<file path="config.mk">
export PLATFORM = sky130hd
export DESIGN_NAME = amplitude_frame_writer
export DESIGN_NICKNAME = d
export VERILOG_FILES = /design/src/rtl/amplitude_frame_writer.sv
export SDC_FILE = /design/constraint.sdc
export NUM_CORES = 1
export LEC_CHECK = 0
export CORE_ASPECT_RATIO = 1.75
export CORE_MARGIN = 1
export CORE_UTILIZATION = 30
export CTS_CLUSTER_DIAMETER = 100
export DETAILED_ROUTE_END_ITERATION = 16
export GPL_TIMING_DRIVEN = 0
export PLACE_DENSITY = 0.65
export SYNTH_ARGS = -nofsm -noshare
export SYNTH_HDL_FRONTEND = slang
export SYNTH_SLANG_ARGS = --single-unit
</file>
<file path="constraint.sdc">
create_clock -name clk -period 1.55 [get_ports clk]
set_clock_uncertainty 0.05 [all_clocks]
set_input_delay 0.2325 -clock clk [delete_from_list [all_inputs] [get_ports clk]]
set_output_delay 0.2325 -clock clk [all_outputs]
set_load 0.02 [all_outputs]
</file>
<file path="src/rtl/amplitude_frame_writer.sv">
// Serialises one WORDS-word frame per handshake into the amplitude FIFO.
// Optional FRAME_CNT_EN adds a 16-bit count of completed frames.
module amplitude_frame_writer #(
  parameter int DATA_W = 16,
  parameter int WORDS  = 6
) (
  input  logic                    clk,
  input  logic                    resetn,
  input  logic                    frame_valid,
  output logic                    frame_ready,
  input  logic [WORDS*DATA_W-1:0] frame_data,
  input  logic                    abort,
  input  logic                    fifo_almost_full,
  output logic [DATA_W-1:0]       fifo_wdata,
  output logic                    fifo_wren,
  output logic                    busy,
  output logic                    frame_done
`ifdef FRAME_CNT_EN
  ,
  output logic [15:0]             frame_cnt
`endif
);

  localparam int IW = (WORDS > 1) ? $clog2(WORDS) : 1;
  localparam logic [IW-1:0] LAST = IW'(WORDS - 1);

  typedef enum logic {
    IDLE = 1'b0,
    WR   = 1'b1
  } state_t;

  state_t            state;
  logic [IW-1:0]     idx;
  logic [DATA_W-1:0] shadow [WORDS];

  assign busy = (state == WR);

  // frame_ready is registered so it stays low while reset is held
  always_ff @(posedge clk or negedge resetn) begin
    if (!resetn) begin
      state       <= IDLE;
      idx         <= '0;
      fifo_wren   <= 1'b0;
      fifo_wdata  <= '0;
      frame_done  <= 1'b0;
      frame_ready <= 1'b0;
      for (int k = 0; k < WORDS; k++) shadow[k] <= '0;
`ifdef FRAME_CNT_EN
      frame_cnt   <= '0;
`endif
    end else begin
      fifo_wren  <= 1'b0;
      frame_done <= 1'b0;
      unique case (state)
        IDLE: begin
          frame_ready <= 1'b1;
          if (!abort && frame_valid && frame_ready) begin
            for (int k = 0; k < WORDS; k++)
              shadow[k] <= frame_data[k*DATA_W +: DATA_W];
            idx         <= '0;
            state       <= WR;
            frame_ready <= 1'b0;
          end
        end
        WR: begin
          if (abort) begin
            idx         <= '0;
            state       <= IDLE;
            frame_ready <= 1'b1;
          end else if (!fifo_almost_full) begin
            fifo_wren  <= 1'b1;
            fifo_wdata <= shadow[idx];
            if (idx == LAST) begin
              frame_done  <= 1'b1;
              idx         <= '0;
              state       <= IDLE;
              frame_ready <= 1'b1;
`ifdef FRAME_CNT_EN
              frame_cnt   <= frame_cnt + 16'd1;
`endif
            end else begin
              idx <= idx + IW'(1);
            end
          end
        end
        default: state <= IDLE;
      endcase
    end
  end

endmodule
</file>
**Yosys cells after proc, flatten, opt, wreduce, memory -nomap -nowiden**

Cells that the tools add are included.

- $add $sub $neg: 1
- $lt $le $gt $ge: 1
- Equal/unequal tests: 4
- Muxes and demuxes: 25
- Bitwise logic cells: 4
- Reductions and logical operators: 7

Operator list:

| kind | number |
|---|---|
| binary-select mux 16 bit (select 3 bit) | 1 |
| 2-to-1 mux 16 bit | 2 |
| 2-to-1 mux 1 bit | 15 |
| 2-to-1 mux 3 bit | 4 |
| case mux 3 bit (2 select lines) | 1 |
| AND reduction 2 bit | 3 |
| greater-or-equal comparator 4 bit (second input constant) | 1 |
| inverter 3 -> 4 bit | 1 |
| case mux 1 bit (2 select lines) | 2 |
| adder 3 x 1 -> 3 bit (second input constant) | 1 |
| equality test 3 bit (second input constant) | 1 |
| != test 3 x 2 -> 1 bit (second input constant) | 1 |
| != test 3 bit (second input constant) | 1 |
| inverter 1 bit | 3 |
| AND reduction 3 bit | 1 |
| logical AND 1 bit | 2 |
| != test 2 bit (second input constant) | 1 |
| zero test 1 bit | 1 |

- Register bits: 119
- Input port bits: 101
- Output and inout bits: 20
- Word-level logic and storage cells: 54

**Longest topological paths before layout**

- Depth after elaboration: 5
- Gate-level depth with buffers: 6

**Worst setup path after synthesis**

No wires, ideal clock.

- Path type: reg-to-reg
- Start: reg frame_ready
- End: reg shadow[29] in the netlist's numbering
- Setup time: 0.125 ns
- Arrival: 1.440 ns
- Required time: 1.375 ns
- Path slack: -0.065 ns
- Stages on the path, launching flop included: 6
- Path buffers: 2
- Period minus slack after synthesis: 1.615 ns
- Cells stage by stage: dfrtp_1 > nand3b_4 > nor2_2 > buf_4 > buf_4 > mux2_2

- Cells in the longest elaborated chain, start to end: 2

Ends and longest elaborated chain:

| what | line | text |
|---|---|---|
| from (decl) | 10 | `output logic frame_ready,` |
| from (signal assigned) | 46 | `frame_ready <= 1'b0;` |
| from (signal assigned) | 56 | `frame_ready <= 1'b1;` |
| from (signal assigned) | 62 | `frame_ready <= 1'b0;` |
| logical AND 1 bit | 57 | `if (!abort && frame_valid && frame_ready) begin` |
| AND reduction 2 bit (no line) | -- |  |
| to (signal, indexed assignment) | 59 | `shadow[k] <= frame_data[k*DATA_W +: DATA_W];` |
| to (decl) | 34 | `logic [DATA_W-1:0] shadow [WORDS];` |

No other way between the ends.
A chain may end at the register's enable or synchronous reset.

**Worst setup path in the final report**

- Start: reg idx[0]
- End: reg fifo_wdata[1]

- Cells in the longest elaborated chain, start to end: 4

Ends and longest elaborated chain:

| what | line | text |
|---|---|---|
| from (decl) | 33 | `logic [IW-1:0] idx;` |
| from (signal assigned) | 82 | `idx <= idx + IW'(1);` |
| inverter 3 -> 4 bit (not written as such) | 72 | `fifo_wdata <= shadow[idx];` |
| binary-select mux 16 bit (select 3 bit) | 72 |  |
| 2-to-1 mux 16 bit (not written as such) (2 in series) | 72 |  |
| to (signal assigned) | 72 |  |
| to (decl) | 14 | `output logic [DATA_W-1:0] fifo_wdata,` |

No other way between the ends. The select of a mux whose other input is x is not followed.

==> impl_metrics.tcl <==
set metrics [dict create \
    status "complete, but fails checks" \
    failed_checks "setup timing" \
    yosys_warnings 0 \
    rsz0062_at_grt "true" \
    gp_congestion 0.792 \
    drt-initial-drc-count 142 \
    required_ps 1770 \
    cp-end-kind "flip-flop" \
    vias_per_cell 4.78 \
    hold_viol 0 \
    synth.distinct_cells 26 \
    cp_top_family "multiplexers" \
    arrival_ps 1930 \
    critPathKind "reg2reg" \
    fin_crit_ps 1700 \
    htreeDepth 4 \
    seq_area_frac_synth_pct 57.4 \
    grt_max_degree 71 \
    final_cells 737 \
    finalCritPeriodShare_pct 110 \
    cts_tree "yes" \
    die_w_microns 101 \
    reg2reg_to "fifo_wdata[1]" \
    synth_seq_cells 119 \
    critical_path.slowest_cell "mux4_2" \
    core_sq_um 16900 \
    clock_path_buffers 2 \
    clk_pin_slew_ps 50 \
    timing.slew.headroom_pct 38.6 \
    path_cells "buf_12, buf_12, mux4_2, a22oi_2, a21oi_1" \
    power_mw 11.9 \
    routed_wl_microns 15100 \
    worstRegToRegCells 5 \
    drv_slew 0 \
    worst_slack_ps -153 \
    grt_usage_pct 16.5 \
    placed_area_sq_um 6700 \
    critPathBufInv 2 \
    ys.flop_type "dfrtp_1" \
    p_leak_nw 3.36 \
    dp_slack_ps -680 \
    synth_edf_count 0 \
    path_common_cell "buf_12" \
    gr-total-overflow 0 \
    synthCells 338 \
    r2r_slack_ps -150 \
    whs_ps 270 \
    clock_sinks 119 \
    synthArstFlopShare_pct 100 \
    worst_path_largest_cell_delay_ps 540 \
    final_cell_area_sq_um 7920 \
    clock-root-buffer "clkbuf_16" \
    syn_avg_cell_area_sq_um 15.3 \
    syn_to_final_growth_pct 52.8 \
    min-delay-start "abort" \
    grt_first_pass_wirelength_microns 21300 \
    dr_total_vias 3522 \
    hold_class "in2reg" \
    firstDrtPassIters 4 \
    irDropWorstVdd_mv 0.861 \
    port_buffers 120 \
    synth_nets 439 \
    worstMarginPinSlew_ps 921 \
    layout-drive-gt1-share_pct 41.1 \
    fp.dieH_microns 176 \
    ioPinCount 121 \
    drc 0 \
    power.density_nw_per_um2 1500 \
    r2r_start "idx[0]" \
    syn_area_sq_um 5190 \
    finalSetupTns_ps -2440 \
    layout_commonest_cell "dfrtp_1" \
    final_util_pct 46.7 \
    clk_latency_ps 410 \
    wl_per_cell_microns 20.4 \
    mostFrequentLayoutCells "117 x dfrtp_1, 98 x clkdlybuf4s50_1, 65 x mux2_4" \
    hold_depth 3 \
    setup_violations 61 \
    startpoint_type "flip-flop" \
    hpwl_microns 10100 \
    max_cap_violations 0 \
    antenna_found_initial 1 \
    cts_buffers 17 \
    start_util_pct 30.6 \
    ant_nets 0 \
    critPathMaxFanout 6 \
    min_to "frame_done" \
    max_freq_mhz 587 \
    grt_pass1_vias 3845 \
    dp_cells 686 \
    rows 63 \
    finalNetCount 597 \
    dieArea_sq_um 17800 \
]
## worst max path at each step
stage                     to        start  depth (start not counted)  slack (ps)
2_1_floorplan     shadow[29]  frame_ready                          5           7
3_3_place_gp     frame_ready       resetn                          1       -4560
3_5_place_dp      shadow[35]        abort                          6        -680
4_1_cts           shadow[35]  frame_ready                          5        -280
5_1_grt        fifo_wdata[1]       idx[0]                          5        -180
6_report       fifo_wdata[1]       idx[0]                          5        -150
## state kept, by name (all words and copies together), names as in the netlist
name	count
shadow	96
fifo_wdata	16
idx	3
busy	1
fifo_wren	1
frame_done	1
frame_ready	1
## what timing repair did
| item | in CTS | in global routing |
|---|---|---|
| pin swaps | 0 | 18 |
| setup endpoints to repair | 127 | 114 |
| resized for setup | 23 | 131 |
| setup buffers | 0 | 12 |
| hold endpoints to repair | 69 | 0 |
| hold buffers | 1 | 0 |
| gates cloned | 0 | 5 |
## Yosys cell counts (2+ instances only)
library cell  count  area (sq um)
dfrtp_1         119          2980
mux2_2          112          1260
clkbuf_1          3          11.3
a21oi_1          16          80.1
mux4_2            8           180
buf_2            10          50.1
a22oi_1          16           120
mux4_1            8           210
a32o_1            2          20.0
nor2_1           18          67.6
buf_4             7          52.6
nor2b_1           3          18.8
inv_1             2          7.51
o21ai_0           2          10.0
## metal layers
layer  wire length [microns]  track usage (%)  vias to the layer above
met5                       0                0                        -
met1                    5440             16.9                     1832
met2                    8650             31.0                      100
met4                     366             7.91                        0
li1                        -                -                     1565
met3                     595             3.52                       25
## where the power goes
group / total (mW) / internal, mW / switching [mW]
Clock: 3.92 / 2.56 / 1.36
Combinational: 3.39 / 2.09 / 1.30
Sequential: 4.56 / 4.02 / 0.543
## area by class of cell
class | count | area, sq um
Antenna cell | 2 | 5.00
Fill cell | 1505 | 9020
Timing Repair Buffer | 139 | 1440
Sequential cell | 119 | 2980
Buffer | 22 | 282
Tap cell | 227 | 284
Multi-Input combinational cell | 195 | 2330
Clock inverter | 8 | 95.1
Clock buffer | 23 | 498
Inverter | 2 | 7.51
## worst min-delay path, stage by stage
cell,delay [ps]
dlymetal6s2s_1,180
nand2b_1,210
nor2_1,70
## kinds of logic (layout without fill, tap and decap cells)
kind of cell | count (synthesis) | after routing | synth area share, %
AO/OA/AOI/OAI | 39 | 39 | 4.92
AND/OR/NAND/NOR | 27 | 27 | 2.70
flip-flops | 119 | 119 | 57.4
other | 0 | 2 | 0
buffers and inverters | 24 | 194 | 2.94
multiplexers | 128 | 128 | 31.8
XOR/XNOR | 1 | 1 | 0.169
Power figures use the tool's default switching activity.
